$ cat config.mk
export PLATFORM = sky130hd
export DESIGN_NAME = sprite_col_emitter_flat
export DESIGN_NICKNAME = d
export VERILOG_FILES = /design/src/rtl/sprite_pkg.sv /design/src/rtl/sprite_col_emitter_if.sv /design/src/rtl/seq_udiv.sv /design/src/rtl/sprite_col_emitter.sv /design/src/flat_wrapper.sv
export SDC_FILE = /design/constraint.sdc
export NUM_CORES = 1
export LEC_CHECK = 0
export BUFFER_PORTS_ARGS = -buffer_cell sky130_fd_sc_hd__buf_2
export CAP_MARGIN = 0
export CORE_MARGIN = 2
export CORE_UTILIZATION = 55
export CTS_CLUSTER_DIAMETER = 60
export DETAILED_ROUTE_END_ITERATION = 10
export HOLD_SLACK_MARGIN = 0.06
export PLACE_DENSITY = 0.79
export SYNTH_ARGS = -nofsm -noshare
export SYNTH_HDL_FRONTEND = slang
export SYNTH_SLANG_ARGS = --single-unit
export TNS_END_PERCENT = 30
$ cat constraint.sdc
create_clock -name clk -period 12.5 [get_ports clk]
set_input_delay 1.25 -clock clk [delete_from_list [all_inputs] [get_ports clk]]
set_output_delay 1.25 -clock clk [all_outputs]
set_load 0.01 [all_outputs]
$ cat src/rtl/sprite_pkg.sv
// sprite_pkg: stmeta field layout, screen/texture geometry and emitter FSM states
package sprite_pkg;
  localparam int NUM_SPRITES = 128;
  localparam int ADDR_W      = 7;
  localparam int SCREEN_W    = 320;
  localparam int X_W         = 9;
  localparam int TEX_W       = 64;
  localparam int U_W         = 6;
  localparam int STMETA_W    = 120;
  localparam int TEX_LSB     = 112;
  localparam int SX_LSB      = 96;
  localparam int HGT_LSB     = 80;
  localparam int WID_LSB     = 64;
  localparam int DEP_LSB     = 48;
  localparam int YS_LSB      = 40;
  localparam int YE_LSB      = 32;
  typedef enum logic [3:0] {
    IDLE, RD_META, WAIT_META, DECODE, DIV, RD_ZB, WAIT_ZB, EMIT, NEXT_COL, NEXT_SPR, DONE
  } state_t;
  // Where a column walk goes next: past the last column ends the sprite, off-screen left is skipped
  function automatic state_t col_state(input logic signed [17:0] xv, input logic signed [17:0] last);
    return (xv > last) ? NEXT_SPR : ((xv < 0) ? NEXT_COL : RD_ZB);
  endfunction
endpackage

$ cat src/rtl/sprite_col_emitter_if.sv
// sprite_col_emitter_if: scan control, stmeta/z-buffer read ports and column request channel
interface sprite_col_emitter_if;
  import sprite_pkg::*;
  logic                start;
  logic                done;
  logic [ADDR_W-1:0]   stmeta_raddr;
  logic [STMETA_W-1:0] stmeta_read_data;
  logic [X_W-1:0]      zb_raddr;
  logic [15:0]         zb_read_data;
  logic                col_valid;
  logic                col_ready;
  logic [X_W-1:0]      col_x;
  logic [7:0]          col_tex;
  logic [U_W-1:0]      col_u;
  logic [7:0]          col_y_start;
  logic [7:0]          col_y_end;
  modport master (
    input  start, stmeta_read_data, zb_read_data, col_ready,
    output done, stmeta_raddr, zb_raddr, col_valid, col_x, col_tex, col_u, col_y_start, col_y_end
  );
  modport slave (
    output start, stmeta_read_data, zb_read_data, col_ready,
    input  done, stmeta_raddr, zb_raddr, col_valid, col_x, col_tex, col_u, col_y_start, col_y_end
  );
endinterface

$ cat src/rtl/seq_udiv.sv
// seq_udiv: 16/16 restoring unsigned divider, one quotient bit per cycle
module seq_udiv (
  input  logic        clk,
  input  logic        rst,
  input  logic        start,
  input  logic [15:0] dividend,
  input  logic [15:0] divisor,
  output logic        busy,
  output logic        done,
  output logic [15:0] quotient
);
  logic [15:0] rem;
  logic [4:0]  cnt;
  logic [16:0] shifted, trial;
  assign shifted = {rem, quotient[15]};
  assign trial   = shifted - {1'b0, divisor};
  always_ff @(posedge clk or posedge rst)
    if (rst) begin
      rem      <= '0;
      quotient <= '0;
      cnt      <= '0;
      busy     <= 1'b0;
      done     <= 1'b0;
    end else begin
      done <= 1'b0;
      if (start && !busy) begin
        rem      <= '0;
        quotient <= dividend;
        cnt      <= 5'd16;
        busy     <= 1'b1;
      end else if (busy) begin
        rem      <= trial[16] ? shifted[15:0] : trial[15:0];
        quotient <= {quotient[14:0], ~trial[16]};
        cnt      <= cnt - 5'd1;
        busy     <= cnt != 5'd1;
        done     <= cnt == 5'd1;
      end
    end
endmodule

$ cat src/rtl/sprite_col_emitter.sv
// sprite_col_emitter: scans stmeta slots, clips sprites to screen and z-buffer,
// and emits one column draw request per surviving screen column
module sprite_col_emitter
  import sprite_pkg::*;
(
  input logic clk,
  input logic rst,
  sprite_col_emitter_if.master bus
);
  localparam logic signed [17:0] X_MAX = 18'(SCREEN_W - 1);
  state_t state, state_nx;
  logic [ADDR_W-1:0]   slot;
  logic [STMETA_W-1:0] meta;
  logic signed [17:0]  x, x_last, x0, x1;
  logic [15:0]         u_fp, step, quo, width, depth, sx;
  logic [7:0]          tex;
  logic                div_start, div_done, unused_busy, unused_bits, skip, emit;
  assign tex         = meta[TEX_LSB +: 8];
  assign sx          = meta[SX_LSB +: 16];
  assign width       = meta[WID_LSB +: 16];
  assign depth       = meta[DEP_LSB +: 16];
  assign x0          = {{2{sx[15]}}, sx} - {3'b0, width[15:1]};
  assign x1          = x0 + {2'b0, width} - 18'd1;
  assign skip        = tex == 8'd0 || width == 16'd0 || depth[15] || depth == 16'd0;
  assign emit        = depth < bus.zb_read_data;
  assign unused_bits = ^{meta[HGT_LSB +: 16], meta[YE_LSB-1:0]};
  assign bus.done         = state == DONE;
  assign bus.stmeta_raddr = slot;
  assign bus.zb_raddr     = x[X_W-1:0];
  seq_udiv u_div (
    .clk(clk), .rst(rst), .start(div_start), .dividend(16'(TEX_W << 8)), .divisor(width),
    .busy(unused_busy), .done(div_done), .quotient(quo)
  );
  always_ff @(posedge clk or posedge rst)
    if (rst) state <= IDLE;
    else state <= state_nx;
  always_comb begin
    state_nx  = state;
    div_start = 1'b0;
    case (state)
      IDLE:      state_nx = bus.start ? RD_META : IDLE;
      RD_META:   state_nx = WAIT_META;
      WAIT_META: state_nx = DECODE;
      DECODE: begin
        div_start = !skip;
        state_nx  = skip ? NEXT_SPR : DIV;
      end
      DIV:       state_nx = div_done ? col_state(x, x_last) : DIV;
      RD_ZB:     state_nx = WAIT_ZB;
      WAIT_ZB:   state_nx = emit ? EMIT : NEXT_COL;
      EMIT:      state_nx = bus.col_ready ? NEXT_COL : EMIT;
      NEXT_COL:  state_nx = col_state(x + 18'sd1, x_last);
      NEXT_SPR:  state_nx = (slot == ADDR_W'(NUM_SPRITES - 1)) ? DONE : RD_META;
      DONE:      state_nx = IDLE;
      default:   state_nx = IDLE;
    endcase
  end
  always_ff @(posedge clk or posedge rst)
    if (rst) begin
      slot            <= '0;
      meta            <= '0;
      x               <= '0;
      x_last          <= '0;
      u_fp            <= '0;
      step            <= '0;
      bus.col_valid   <= 1'b0;
      bus.col_x       <= '0;
      bus.col_tex     <= '0;
      bus.col_u       <= '0;
      bus.col_y_start <= '0;
      bus.col_y_end   <= '0;
    end else begin
      if (state == IDLE) slot <= '0;
      if (state == NEXT_SPR) slot <= slot + ADDR_W'(1);
      if (state == WAIT_META) meta <= bus.stmeta_read_data;
      if (state == DECODE) begin
        x      <= x0;
        x_last <= (x1 > X_MAX) ? X_MAX : x1;
        u_fp   <= '0;
      end
      if (state == DIV && div_done) step <= quo;
      // u advances on every column, clipped ones included, so texture stays anchored to x0
      if (state == NEXT_COL) begin
        x    <= x + 18'sd1;
        u_fp <= u_fp + step;
      end
      if (state == WAIT_ZB && emit) begin
        bus.col_valid   <= 1'b1;
        bus.col_x       <= x[X_W-1:0];
        bus.col_tex     <= tex;
        bus.col_u       <= u_fp[8 +: U_W];
        bus.col_y_start <= meta[YS_LSB +: 8];
        bus.col_y_end   <= meta[YE_LSB +: 8];
      end
      if (state == EMIT && bus.col_ready) bus.col_valid <= 1'b0;
    end
endmodule

$ cat src/flat_wrapper.sv
// flat-port wrapper written by rule: the top's interface ports become plain ports
module sprite_col_emitter_flat import sprite_pkg::*;
  (clk, rst, bus_start, bus_stmeta_read_data, bus_zb_read_data, bus_col_ready, bus_done, bus_stmeta_raddr, bus_zb_raddr, bus_col_valid, bus_col_x, bus_col_tex, bus_col_u, bus_col_y_start, bus_col_y_end);
  sprite_col_emitter_if bus_i ();
  input logic clk;
  input logic rst;
  input wire logic [$bits(bus_i.start)-1:0] bus_start;
  input wire logic [$bits(bus_i.stmeta_read_data)-1:0] bus_stmeta_read_data;
  input wire logic [$bits(bus_i.zb_read_data)-1:0] bus_zb_read_data;
  input wire logic [$bits(bus_i.col_ready)-1:0] bus_col_ready;
  output wire logic [$bits(bus_i.done)-1:0] bus_done;
  output wire logic [$bits(bus_i.stmeta_raddr)-1:0] bus_stmeta_raddr;
  output wire logic [$bits(bus_i.zb_raddr)-1:0] bus_zb_raddr;
  output wire logic [$bits(bus_i.col_valid)-1:0] bus_col_valid;
  output wire logic [$bits(bus_i.col_x)-1:0] bus_col_x;
  output wire logic [$bits(bus_i.col_tex)-1:0] bus_col_tex;
  output wire logic [$bits(bus_i.col_u)-1:0] bus_col_u;
  output wire logic [$bits(bus_i.col_y_start)-1:0] bus_col_y_start;
  output wire logic [$bits(bus_i.col_y_end)-1:0] bus_col_y_end;
  assign bus_i.start = bus_start;
  assign bus_i.stmeta_read_data = bus_stmeta_read_data;
  assign bus_i.zb_read_data = bus_zb_read_data;
  assign bus_i.col_ready = bus_col_ready;
  assign bus_done = bus_i.done;
  assign bus_stmeta_raddr = bus_i.stmeta_raddr;
  assign bus_zb_raddr = bus_i.zb_raddr;
  assign bus_col_valid = bus_i.col_valid;
  assign bus_col_x = bus_i.col_x;
  assign bus_col_tex = bus_i.col_tex;
  assign bus_col_u = bus_i.col_u;
  assign bus_col_y_start = bus_i.col_y_start;
  assign bus_col_y_end = bus_i.col_y_end;
  sprite_col_emitter u_core (.clk(clk), .rst(rst), .bus(bus_i));
endmodule
* Word level (Yosys, flattened, before mapping)
Index checks and enable logic that the tools add are counted.
Widths: inputs -> output; s select.
** Word-level totals
- Bits in registers :: 278
- Bits of input ports :: 140
- Output and inout port bits :: 57
- Word-level logic and storage cells :: 95
** Operators by class
- Add/sub/neg operators :: 8
- Order comparisons :: 6
- Equality and inequality tests :: 13
- Muxes and demuxes :: 32
- Bitwise gates (word level) :: 1
- Reduce and logical (&&, ||, !) cells :: 17
** Operators by type and width (number)
- $mux 16 :: 7
- $mux 18 :: 3
- $pmux 4 s10 :: 1
- $gt 18x18->1 :: 2
- $lt 18x1->1 const B :: 2
- $mux 4 :: 9
- $logic_not 16->1 :: 2
- $add 18x16->18 :: 1
- $add 18x2->18 const B :: 1
- $gt 18x10->1 const B :: 1
- $sub 18x1->18 const B :: 1
- $sub 16x16->17 :: 1
- $sub 17x16->17 :: 1
- $add 16x16->16 :: 1
- $eq 4x3->1 const B :: 4
- $lt 16x16->1 :: 1
- $mux 7 :: 2
- $eq 4x4->1 const B :: 3
- $mux 5 :: 2
- $eq 4x2->1 const B :: 2
- $logic_not 8->1 :: 1
- $mux 1 :: 8
- $reduce_bool 2->1 :: 4
- $add 7x1->7 const B :: 1
- 10 further kinds :: 16

* Depth between registers and ports, before layout
- Word-level depth :: 8
- Depth in mapped cells :: 22
- Gate-level depth less buffers :: 21

* Modules after synthesis
From an unflattened synthesis, not the netlist that was laid out.
** Unflattened totals
- Cells, all modules :: 1471
- Area, all modules :: 14398.8 um^2
** By module, submodules not included
- sprite_col_emitter :: times used 1, cells an instance 1120, area an instance 11390.9 um^2, sequential area each 4679.5 um^2
- seq_udiv :: times used 1, cells an instance 351, area an instance 3007.9 um^2, sequential area each 975.9 um^2

* Worst setup path before layout
No wires, ideal clock.
- Kind :: register to register
- Start point :: reg u_core.meta[66]
- End point :: reg u_core.x_last[6]
- Library setup time :: 0.120 ns
- Arrival :: 4.196 ns
- Data required time :: 12.380 ns
- Path slack :: 8.183 ns
- Cell stages (with the launch flop) :: 22
- Buffers on the path :: 1
- Clock period less this slack :: 4.317 ns
- Cells stage by stage :: dfrtp_1 > inv_1 > ha_1 > nor2b_1 > o31a_1 > o21a_1 > a21bo_2 > a211oi_1 > nor2_1 > xnor2_1 > ha_1 > inv_1 > ha_1 > a21oi_1 > o21ai_1 > a22o_1 > o31ai_2 > xor2_1 > o211a_1 > a311o_1 > buf_4 > o211a_1
** Between the ends
- Word-level cells in the longest chain between the ends :: 5
** RTL lines
- start, declared :: RTL line sprite_col_emitter.sv:13 : logic [STMETA_W-1:0] meta;
- start signal, assigned :: RTL line sprite_col_emitter.sv:75 : if (state == WAIT_META) meta <= bus.stmeta_read_data;
- $sub 16x16->17 :: RTL line sprite_col_emitter.sv:22 : assign x0 = {{2{sx[15]}}, sx} - {3'b0, width[15:1]};
- $add 18x16->18 * :: RTL line sprite_col_emitter.sv:23 : assign x1 = x0 + {2'b0, width} - 18'd1;
- $sub 18x1->18 * :: RTL line sprite_col_emitter.sv:23
- $gt 18x10->1 :: RTL line sprite_col_emitter.sv:78 : x_last <= (x1 > X_MAX) ? X_MAX : x1;
- $mux 18 * :: RTL line sprite_col_emitter.sv:78
- end signal, assigned :: RTL line sprite_col_emitter.sv:78
- end, declared :: RTL line sprite_col_emitter.sv:14 : logic signed [17:0] x, x_last, x0, x1;
Every way passes the cells marked *; elsewhere a longest branch is shown, timed or not.
A chain may end at the register's enable or synchronous reset.

* Worst setup path after layout
- Start point :: reg u_core.meta[66]
- End point :: reg u_core.x_last[8]
The elaborated chain is that of the path after synthesis.

==> out/qor.yml <==
cp_top_family: "compound AO/OA/AOI/OAI gates"
drc: 0
clockBufferDepth: 3
max-cap-violations: 0
slowest_delay_ps: 460
yosys_warnings: 0
start_util: 0.5632
antenna_found_initial: 0
post_drt_wl_per_cell_um: 17.11
antenna_cells: 0
crit_top_cell: "ha_1"
clk_pin_slew_ps: 60
grt_max_degree: 85
synthDistinctLibCells: 83
final_cells: 1952
fmax_mhz: 197.3
timing.rr.start: "u_core.meta[66]$_DFFE_PP0P_"
cp-start-kind: "register"
synthArstFlopShare: 1.000
path_class: "reg2reg"
skew_ps: 26.63
ys_seq_area_frac: 0.3965
timing.final.crit_share: 0.4054
grt_setup_unrepaired: "no"
min_from: "u_core.x_last[16]$_DFFE_PP0N_"
worst-path-buf-inv: 2
hold_violations: 0
syn_area_um2: 14260
cts_sinks: 226
cts_tree: "done"
cts_buffers: 27
grt_pass1_vias: 10820
synthCells: 1478
final_cell_area_um2: 16140
synth-edff-count: 0
met3WireLength_mm: 2.275
ys_ff_latch: 226
nets: 1876
routed_wl_mm: 33.40
gp_congestion: 0.8844
crit_required_ps: 12880
ctsHoldBuffers: 0
ant_nets: 0
synthTopCellsByArea: "dfrtp_1 40%, ha_1 11%, nand2_1 5.2%, mux2_2 4.5%, mux2_4 4.1%"
placed_area_um2: 15200
routed_via_density: 5.746
yosys-top-cells-count: "226 x dfrtp_1, 198 x nand2_1, 131 x ha_1, 111 x inv_1, 99 x o21ai_0"
crit_path_end_kind: "register"
dp.cells: 1902
met1_length_mm: 15.23
final_util: 0.6374
io_buffers: 148
holdCritPathClass: "reg2reg"
grt_pass1_wl_mm: 53.75
num_rows: 58
pin_count: 197
highest_layer: "met4"
crit_chain: "inv_1, ha_1, nor2b_1, o31a_1, o21a_1, a21bo_2, a211oi_1, nor2_1, xnor2_1, ha_1, inv_1, ha_1, a21oi_1, o21ai_1, a22o_1, o31ai_2, xor2_1, o211a_1, a311o_1, o211ai_1"
die_w_um: 165.0
syn_nets: 1753
setup_viol: 0
synth_area_per_cell_um2: 9.652
grt_use_total: 0.2450
syn_to_final_growth_pct: 13.17
htreeDepth: 1
post-dp-hpwl_mm: 24.73
gr-total-overflow: 0
setup-tns-final_ps: 0
crit_start: "u_core.meta[66]$_DFFE_PP0P_"
yosys.area.top_type: "dfrtp_1"
relSlewSlack: 0.4066
drv_slew: 0
slowest_stage: "a311o_1"
status: "complete, no violations"
cts_root_buf: "clkbuf_16"
first_pass_iters: 5
clkLatencyLatePin_ps: 550
ys.flop_type: "dfrtp_1"
fp.dieH_um: 165.0
tightest_slew_ps: 890.1
min_period_ps: 5067
core_um2: 25330
drt_first_iter_violations: 731
fillers: 2019
met2_wirelength_mm: 14.98
drive_gt1_frac: 0.2022
vias: 11220
synth.most_common_cell: "dfrtp_1"
synth_top_area_share: 0.3965
die-area_um2: 27240
cts_resized: 0
critical_path_arrival_ps: 5450
cts_setup_buffers: 0
worst-path-max-fanout: 10
-- through the flow --
step	setup WS (ps)	hold slack, ps
2_1_floorplan	5059	448.5
3_3_place_gp	7536	464.3
3_5_place_dp	7477	473.1
4_1_cts	7431	486.0
5_1_grt	6994	505.6
6_report	7433	483.7
-- area by class of cell --
class	instances	area (um^2)	area share
multi-input combinational	1074	7870	0.4875
sequential	226	5655	0.3503
timing repair buffer	160	830.8	0.05146
clock buffer	34	732.0	0.04534
inverter	112	427.9	0.02651
tap	330	412.9	0.02558
clock inverter	16	214.0	0.01325
-- cells by family after synthesis --
family / Yosys count / synth area share
AND/OR/NAND/NOR: 435 / 0.1462
flip-flops: 226 / 0.3965
adder cells (fa/ha/maj): 135 / 0.1205
buffers and inverters: 178 / 0.05298
AO/OA/AOI/OAI: 339 / 0.1539
multiplexers: 106 / 0.09315
XOR/XNOR: 59 / 0.03675
-- path summary, 6_finish.rpt --
kind	depth (start not counted)	to	slack [ps]
hold / removal	2	u_core.x_last[16]$_DFFE_PP0N_	480
setup reg to reg	20	u_core.x_last[8]$_DFFE_PP0N_	7430
setup / recovery	20	u_core.x_last[8]$_DFFE_PP0N_	7430
min in group asynchronous	2	u_core.meta[56]$_DFFE_PP0P_	780
max in group asynchronous	3	u_core.x_last[6]$_DFFE_PP0N_	10350
hold reg to reg	2	u_core.x_last[16]$_DFFE_PP0N_	480
-- layer usage --
metal  vias up  track usage
li1       5496            -
met1      5334       0.3305
met2       324       0.4064
met3        62      0.04043
met4         0      0.07312
met5         -            0
-- sequential cells by signal, indices dropped and copies added, names as in the netlist, 4 cells and up --
signal / flops
u_core.bus.col_tex: 8
u_core.bus.col_u: 6
u_core.bus.col_x: 9
u_core.bus.col_y_end: 8
u_core.bus.col_y_start: 8
u_core.bus.stmeta_raddr: 7
u_core.meta: 72
u_core.state: 4
u_core.step: 14
u_core.u_div.cnt: 5
u_core.u_div.quotient: 16
u_core.u_div.rem: 16
u_core.u_fp: 14
u_core.x: 18
u_core.x_last: 18
-- cells in the final DEF (no fill, tap or decap), drive strengths merged, types with 5 or more instances in the layout --
cell | Yosys | final
xnor2 | 31 | 31
nor3 | 21 | 21
buf | 28 | 160
nand3 | 43 | 43
or3 | 13 | 13
ha | 131 | 131
and2 | 6 | 6
o31ai | 9 | 9
clkinv | 1 | 8
nor4 | 17 | 17
a211oi | 12 | 12
nand2 | 198 | 198
o221ai | 9 | 9
dfrtp | 226 | 226
nand3b | 6 | 6
nor2 | 60 | 60
o21ai | 115 | 115
clkbuf | 38 | 34
mux2 | 97 | 97
o21bai | 5 | 5
nor2b | 10 | 10
a21oi | 74 | 74
o21a | 12 | 12
a22o | 6 | 6
mux2i | 9 | 9
a31oi | 8 | 8
nand4 | 24 | 24
xor2 | 28 | 28
o22ai | 9 | 9
o211a | 5 | 5
o211ai | 12 | 12
inv | 111 | 113
nand2b | 18 | 18
and3 | 7 | 7
a21o | 30 | 30
-- worst register-to-register path: cells and delay by family (launching register included) --
family          cells  cell delay, ps
compound gates     11            2620
fa+ha+maj           3             850
xor+xnor            2             550
flops               1             410
simple gates        2             260
buf+inv             2             210
Power is left out: the tool's default activity adds up to more than one toggle a clock period on the data nets, which glitch-free logic cannot reach.
